`config.mk`:
```
export PLATFORM = sky130hd
export DESIGN_NAME = time_keeper
export DESIGN_NICKNAME = d
export VERILOG_FILES = /design/src/rtl/time_keeper.sv
export SDC_FILE = /design/constraint.sdc
export NUM_CORES = 1
export LEC_CHECK = 0
export BUFFER_PORTS_ARGS = -buffer_cell sky130_fd_sc_hd__buf_2
export CORE_MARGIN = 1.5
export CORE_UTILIZATION = 55
export DETAILED_ROUTE_END_ITERATION = 10
export PLACE_DENSITY = 0.72
export SETUP_SLACK_MARGIN = 0.15
export SLEW_MARGIN = 10
export SYNTH_ARGS = -nofsm -noshare
export SYNTH_HDL_FRONTEND = slang
export SYNTH_SLANG_ARGS = --single-unit
```
`constraint.sdc`:
```
create_clock -name clk -period 6.32 [get_ports clk]
set_input_delay 0.948 -clock clk [delete_from_list [all_inputs] [get_ports clk]]
set_output_delay 0.948 -clock clk [all_outputs]
set_load 0.01 [all_outputs]
```
`src/rtl/time_keeper.sv`:
```
// time_keeper: global time counter plus periodic heartbeat sender.
// Each heartbeat is a snapshot of the time, sent as two half-width words
// over a valid/ready channel: the LSB half first, then the MSB half.
// A one-deep pending slot absorbs a beat that arrives while a message is
// still in flight. Beats beyond that are counted in a saturating drop counter.
module time_keeper #(
   parameter int NT  = 48,
   parameter int NHB = 20,
   parameter int ND  = 8
) (
   input  logic            clk,
   input  logic            reset,
   input  logic            unit_pulse,
   input  logic [NHB-1:0]  hb_units_per_beat,
   input  logic            time_reset_req,
   output logic [NT-1:0]   time_now,
   output logic            hb_valid,
   input  logic            hb_ready,
   output logic [NT/2-1:0] hb_payload,
   output logic            hb_is_msb,
   output logic [ND-1:0]   hb_dropped
);

   localparam int NH = NT / 2;

   typedef enum logic [1:0] {
      IDLE    = 2'd0,
      SEND_LO = 2'd1,
      SEND_HI = 2'd2
   } state_t;

   state_t          r_state;
   state_t          w_stateNext;
   logic [NT-1:0]   r_timeNow;
   logic [NHB-1:0]  r_hbCount;
   logic [NT-1:0]   r_snap;
   logic [NT-1:0]   w_snapNext;
   logic            r_pendValid;
   logic            w_pendValidNext;
   logic [NT-1:0]   r_pendSnap;
   logic [NT-1:0]   w_pendSnapNext;
   logic [ND-1:0]   r_dropped;
   logic [ND-1:0]   w_droppedNext;

   logic [NHB:0]    w_countInc;
   logic [NHB:0]    w_period;
   logic            w_periodZero;
   logic            w_beatDue;
   logic [NT-1:0]   w_newSnap;
   logic            w_serve;

   // The period compare is one bit wider than the count so that count+1
   // cannot wrap. A beat snapshots the time as it will be after this pulse.
   always_comb begin
      w_countInc   = {1'b0, r_hbCount} + (NHB+1)'(1);
      w_period     = {1'b0, hb_units_per_beat};
      w_periodZero = (hb_units_per_beat == '0);
      w_beatDue    = unit_pulse && !time_reset_req && !w_periodZero &&
                     (w_countInc >= w_period);
      w_newSnap    = r_timeNow + NT'(1);
   end

   // Global time: a time reset wins over a coincident unit pulse.
   always_ff @(posedge clk or posedge reset) begin
      if (reset) begin
         r_timeNow <= '0;
      end else if (time_reset_req) begin
         r_timeNow <= '0;
      end else if (unit_pulse) begin
         r_timeNow <= w_newSnap;
      end
   end

   // Units since the last beat. The count is held at zero while heartbeats are disabled.
   always_ff @(posedge clk or posedge reset) begin
      if (reset) begin
         r_hbCount <= '0;
      end else if (time_reset_req || w_periodZero) begin
         r_hbCount <= '0;
      end else if (unit_pulse) begin
         r_hbCount <= w_beatDue ? '0 : w_countInc[NHB-1:0];
      end
   end

   // Sender state, snapshot, pending slot and drop counter registers.
   always_ff @(posedge clk or posedge reset) begin
      if (reset) begin
         r_state     <= IDLE;
         r_snap      <= '0;
         r_pendValid <= 1'b0;
         r_pendSnap  <= '0;
         r_dropped   <= '0;
      end else begin
         r_state     <= w_stateNext;
         r_snap      <= w_snapNext;
         r_pendValid <= w_pendValidNext;
         r_pendSnap  <= w_pendSnapNext;
         r_dropped   <= w_droppedNext;
      end
   end

   // Next-state logic. A serving cycle is IDLE, or the final MSB handshake.
   // In a serving cycle the pending beat goes out first, and a beat that
   // becomes due in the same cycle takes its place in the pending slot.
   // This lets messages go out back-to-back with no idle cycle between them.
   always_comb begin
      w_stateNext     = r_state;
      w_snapNext      = r_snap;
      w_pendValidNext = r_pendValid;
      w_pendSnapNext  = r_pendSnap;
      w_droppedNext   = r_dropped;
      w_serve         = (r_state == IDLE) || ((r_state == SEND_HI) && hb_ready);

      if (w_serve) begin
         if (r_pendValid) begin
            w_stateNext     = SEND_LO;
            w_snapNext      = r_pendSnap;
            w_pendValidNext = w_beatDue;
            if (w_beatDue) begin
               w_pendSnapNext = w_newSnap;
            end
         end else if (w_beatDue) begin
            w_stateNext = SEND_LO;
            w_snapNext  = w_newSnap;
         end else begin
            w_stateNext = IDLE;
         end
      end else begin
         if ((r_state == SEND_LO) && hb_ready) begin
            w_stateNext = SEND_HI;
         end
         if (w_beatDue) begin
            if (r_pendValid) begin
               if (r_dropped != '1) begin
                  w_droppedNext = r_dropped + ND'(1);
               end
            end else begin
               w_pendValidNext = 1'b1;
               w_pendSnapNext  = w_newSnap;
            end
         end
      end
   end

   // Output words are decoded from the state. The payload is held while stalled.
   always_comb begin
      hb_valid   = (r_state != IDLE);
      hb_is_msb  = (r_state == SEND_HI);
      hb_payload = '0;
      if (r_state == SEND_LO) begin
         hb_payload = r_snap[NH-1:0];
      end else if (r_state == SEND_HI) begin
         hb_payload = r_snap[NT-1:NH];
      end
      time_now   = r_timeNow;
      hb_dropped = r_dropped;
   end

endmodule

```
==> out/summary.txt <==
Outcome = complete, but fails checks
Violated checks = design-rule violations
Fraction of layout cells with a size suffix above 1 = 22.0%
Post-DR wirelength/cell = 19.2 um
Setup_tns = 0 ns
Fin nets = 1131
DP HPWL = 17300 um
Cell variety after synth = 72
TritonCTS clock tree = yes
DIE WIDTH = 140 um
Commonest cells in the netlist = 175 x dfrtp_1, 83 x nor2_1, 70 x inv_1
Area of the multi-input gates = 0.00531 sq mm
Global-route wire length before repair = 41900 um
Worst Path Required = 6.63 ns
Element type at the critical path end = register
Syn Area/Cell = 10.1 sq um
First DRT Iteration DRCs = 524
Most used flip-flop cell after synthesis = dfrtp_1
Cell depth of the worst flop-to-flop path = 13
CTS sink count = 175
Slew @ Worst Pin = 1.16 ns
Gr ovfl total = 0
Fin. max-slew vios = 0
Count of input and output buffers = 106
Sequential share of the synthesized area = 42.7%
Worst-path maximum fanout = 23
Via count = 8028
Die footprint = 0.0195 sq mm
Routed wire length = 25500 um
FF+latch area = 0.00438 sq mm
CTS max path bufs = 2
Worst-Skew Late Latency = 0.43 ns
Critical path type = register to register
Crit path DAT = 4.88 ns
Fin crit period = 4.57 ns
Largest net degree at the start of global routing = 66
# fillers = 1527
RR Startpoint = r_hbCount[0]
Worst R2R Setup Slack = 1.75 ns
Met2 GRT Util = 42.5%
Global-route usage over all layers = 27.2%
Sink of the worst hold path = hb_dropped[6]
Clk root buf = clkbuf_16
Top cells by area, synth = dfrtp_1 43%, mux2_2 5.5%, xor2_1 4.9%
Synth top area share = 42.7%
Top-level port count = 107
CORE AREA = 0.0181 sq mm
DP Cell Count = 1292
Hold Startpoint = hb_dropped[6]
Worst setup SP type = register
Ys async rst share = 100%
Total nets after synthesis = 1061
Met3 usage = 4.61%
Synth Warn # = 0
Placer congestion estimate = 0.833
DRT Pass-1 Iters = 8
Std cell rows = 49
R2R Path End = r_snap[46]
Leading area contributor after synthesis = dfrtp_1
WHS = 0.499 ns
Final ANT Viol Nets = 0
Slew margin rel. = 22.3%
RSZ-0062 raised after global routing = false
Final-report setup violation count = 0
VDD IR-drop max = 0.181 mV
Syn Inst Count = 1012
Leak = 0.00572 uW
Syn-to-layout area delta = 12.0%
Setup Skew = 0.0110 ns
H-tree levels = 4
Hold Crit Class = register to register
Post-CTS Setup Bufs = 0
Die Y = 140 um
# DRC = 8
Hold_buf cts = 0
Period utilization = 72.3%
Diodes inserted = 0
Clock-pin slew on the worst setup and hold paths = 0.07 ns
Busiest layer in global routing = met2
Final WS setup = 1.75 ns
Hold depth = 1
Seq cells post-synth = 175
Vias/cell = 6.06
Hold Violations, Final = 0
Mapped Area = 0.0103 sq mm
PwrDens = 207 mW/mm^2
Vias in the first global route = 7730
Count leader, synth = dfrtp_1
Routing usage on met1 = 38.8%
Resized cells post-CTS = 0
Initial antenna violation count = 0
Place WS = 1.87 ns
Initial Utilization = 56.6%
Maximum Capacitance Violations = 0
Clock buffer count from CTS = 17
Finished Layout Cells = 1324
EDFF count, synth = 0
Top achievable clock speed = 219 MHz
==> state kept, by name (all words and copies together) (netlist names) <==
signal	cells
r_hbCount	20
time_now	48
r_state	2
r_pendSnap	48
hb_dropped	8
r_pendValid	1
r_snap	48
==> cell families (layout without fill, tap and decap cells) <==
family	count (synthesis)	after routing	share of synthesized area [%]
and+or+nand+nor	334	334	17.4
DFF	175	175	42.7
AOI/OAI and AO/OA	148	148	12.2
buffers and inverters	136	219	5.84
xor gates and xnor gates	110	110	9.46
muxes	85	85	9.53
adders and majority gates	24	24	2.92
==> critical path: stages (launching register included) <==
cell and delay, ns:
dfrtp_1 0.41, ha_1 0.27, and3_1 0.24, and3_1 0.27
nand3_1 0.24, nor2_1 0.18, xor2_1 0.08, ha_1 0.30
nand3_1 0.08, or3_1 0.40, o31a_1 0.27, and3_1 0.35
a31oi_4 0.92, mux2_2 0.41
==> routing by layer <==
layer | up-vias | part of all wire [%]
met5 | - | 0
met4 | 0 | 2.4
met3 | 38 | 5.1
met2 | 251 | 47
met1 | 3960 | 46
li1 | 3779 | -
==> worst max path at each step <==
stage            startpoint            end  slack (ns)  cells after the start
6_report       r_hbCount[0]     r_snap[46]        1.75                     13
3_3_place_gp   r_hbCount[0]     r_snap[47]        1.93                     13
5_1_grt        r_hbCount[2]     r_snap[46]        1.50                     12
4_1_cts        r_hbCount[0]     r_snap[46]        1.77                     13
3_5_place_dp   r_hbCount[0]     r_snap[46]        1.87                     13
2_1_floorplan         reset  hb_dropped[0]        0.63                      1
==> layout make-up <==
type                    instances  share of cell area, %
clock buffers                  19                   3.76
flip-flops and latches        175                   38.1
repair buffers                117                   5.33
well taps                     229                   2.49
inverters                      70                   2.33
clock inverters                13                   1.85
multi-input cells             701                   46.2
==> power breakdown <==
group,switching [uW],internal (uW),leakage [uW]
Clock,452,705,0.000309
Sequential,6.08,1130,0.00226
Combinational,63.8,25.2,0.00315
==> per-stage QoR <==
stage	utilization, %	area (sq um)	total power, uW
2_1_floorplan	-	10300	1210
3_3_place_gp	59.8	10900	1240
3_5_place_dp	59.8	10900	1240
4_1_cts	63.4	11500	2390
5_1_grt	63.4	11500	2460
6_report	63.4	11500	2380
==> layout by cell type (no fill, tap or decap), drive strengths merged, types with 13 or more instances in the layout <==
cell type	n
a22o	32
and3	29
and4	16
buf	117
clkbuf	19
dfrtp	175
ha	24
inv	71
mux2	63
mux2i	22
nand2	55
nand3	49
nand4	27
nor2	83
nor3	28
o211ai	13
o21ai	13
xnor2	53
xor2	57
(Power assumes the default switching activity.)
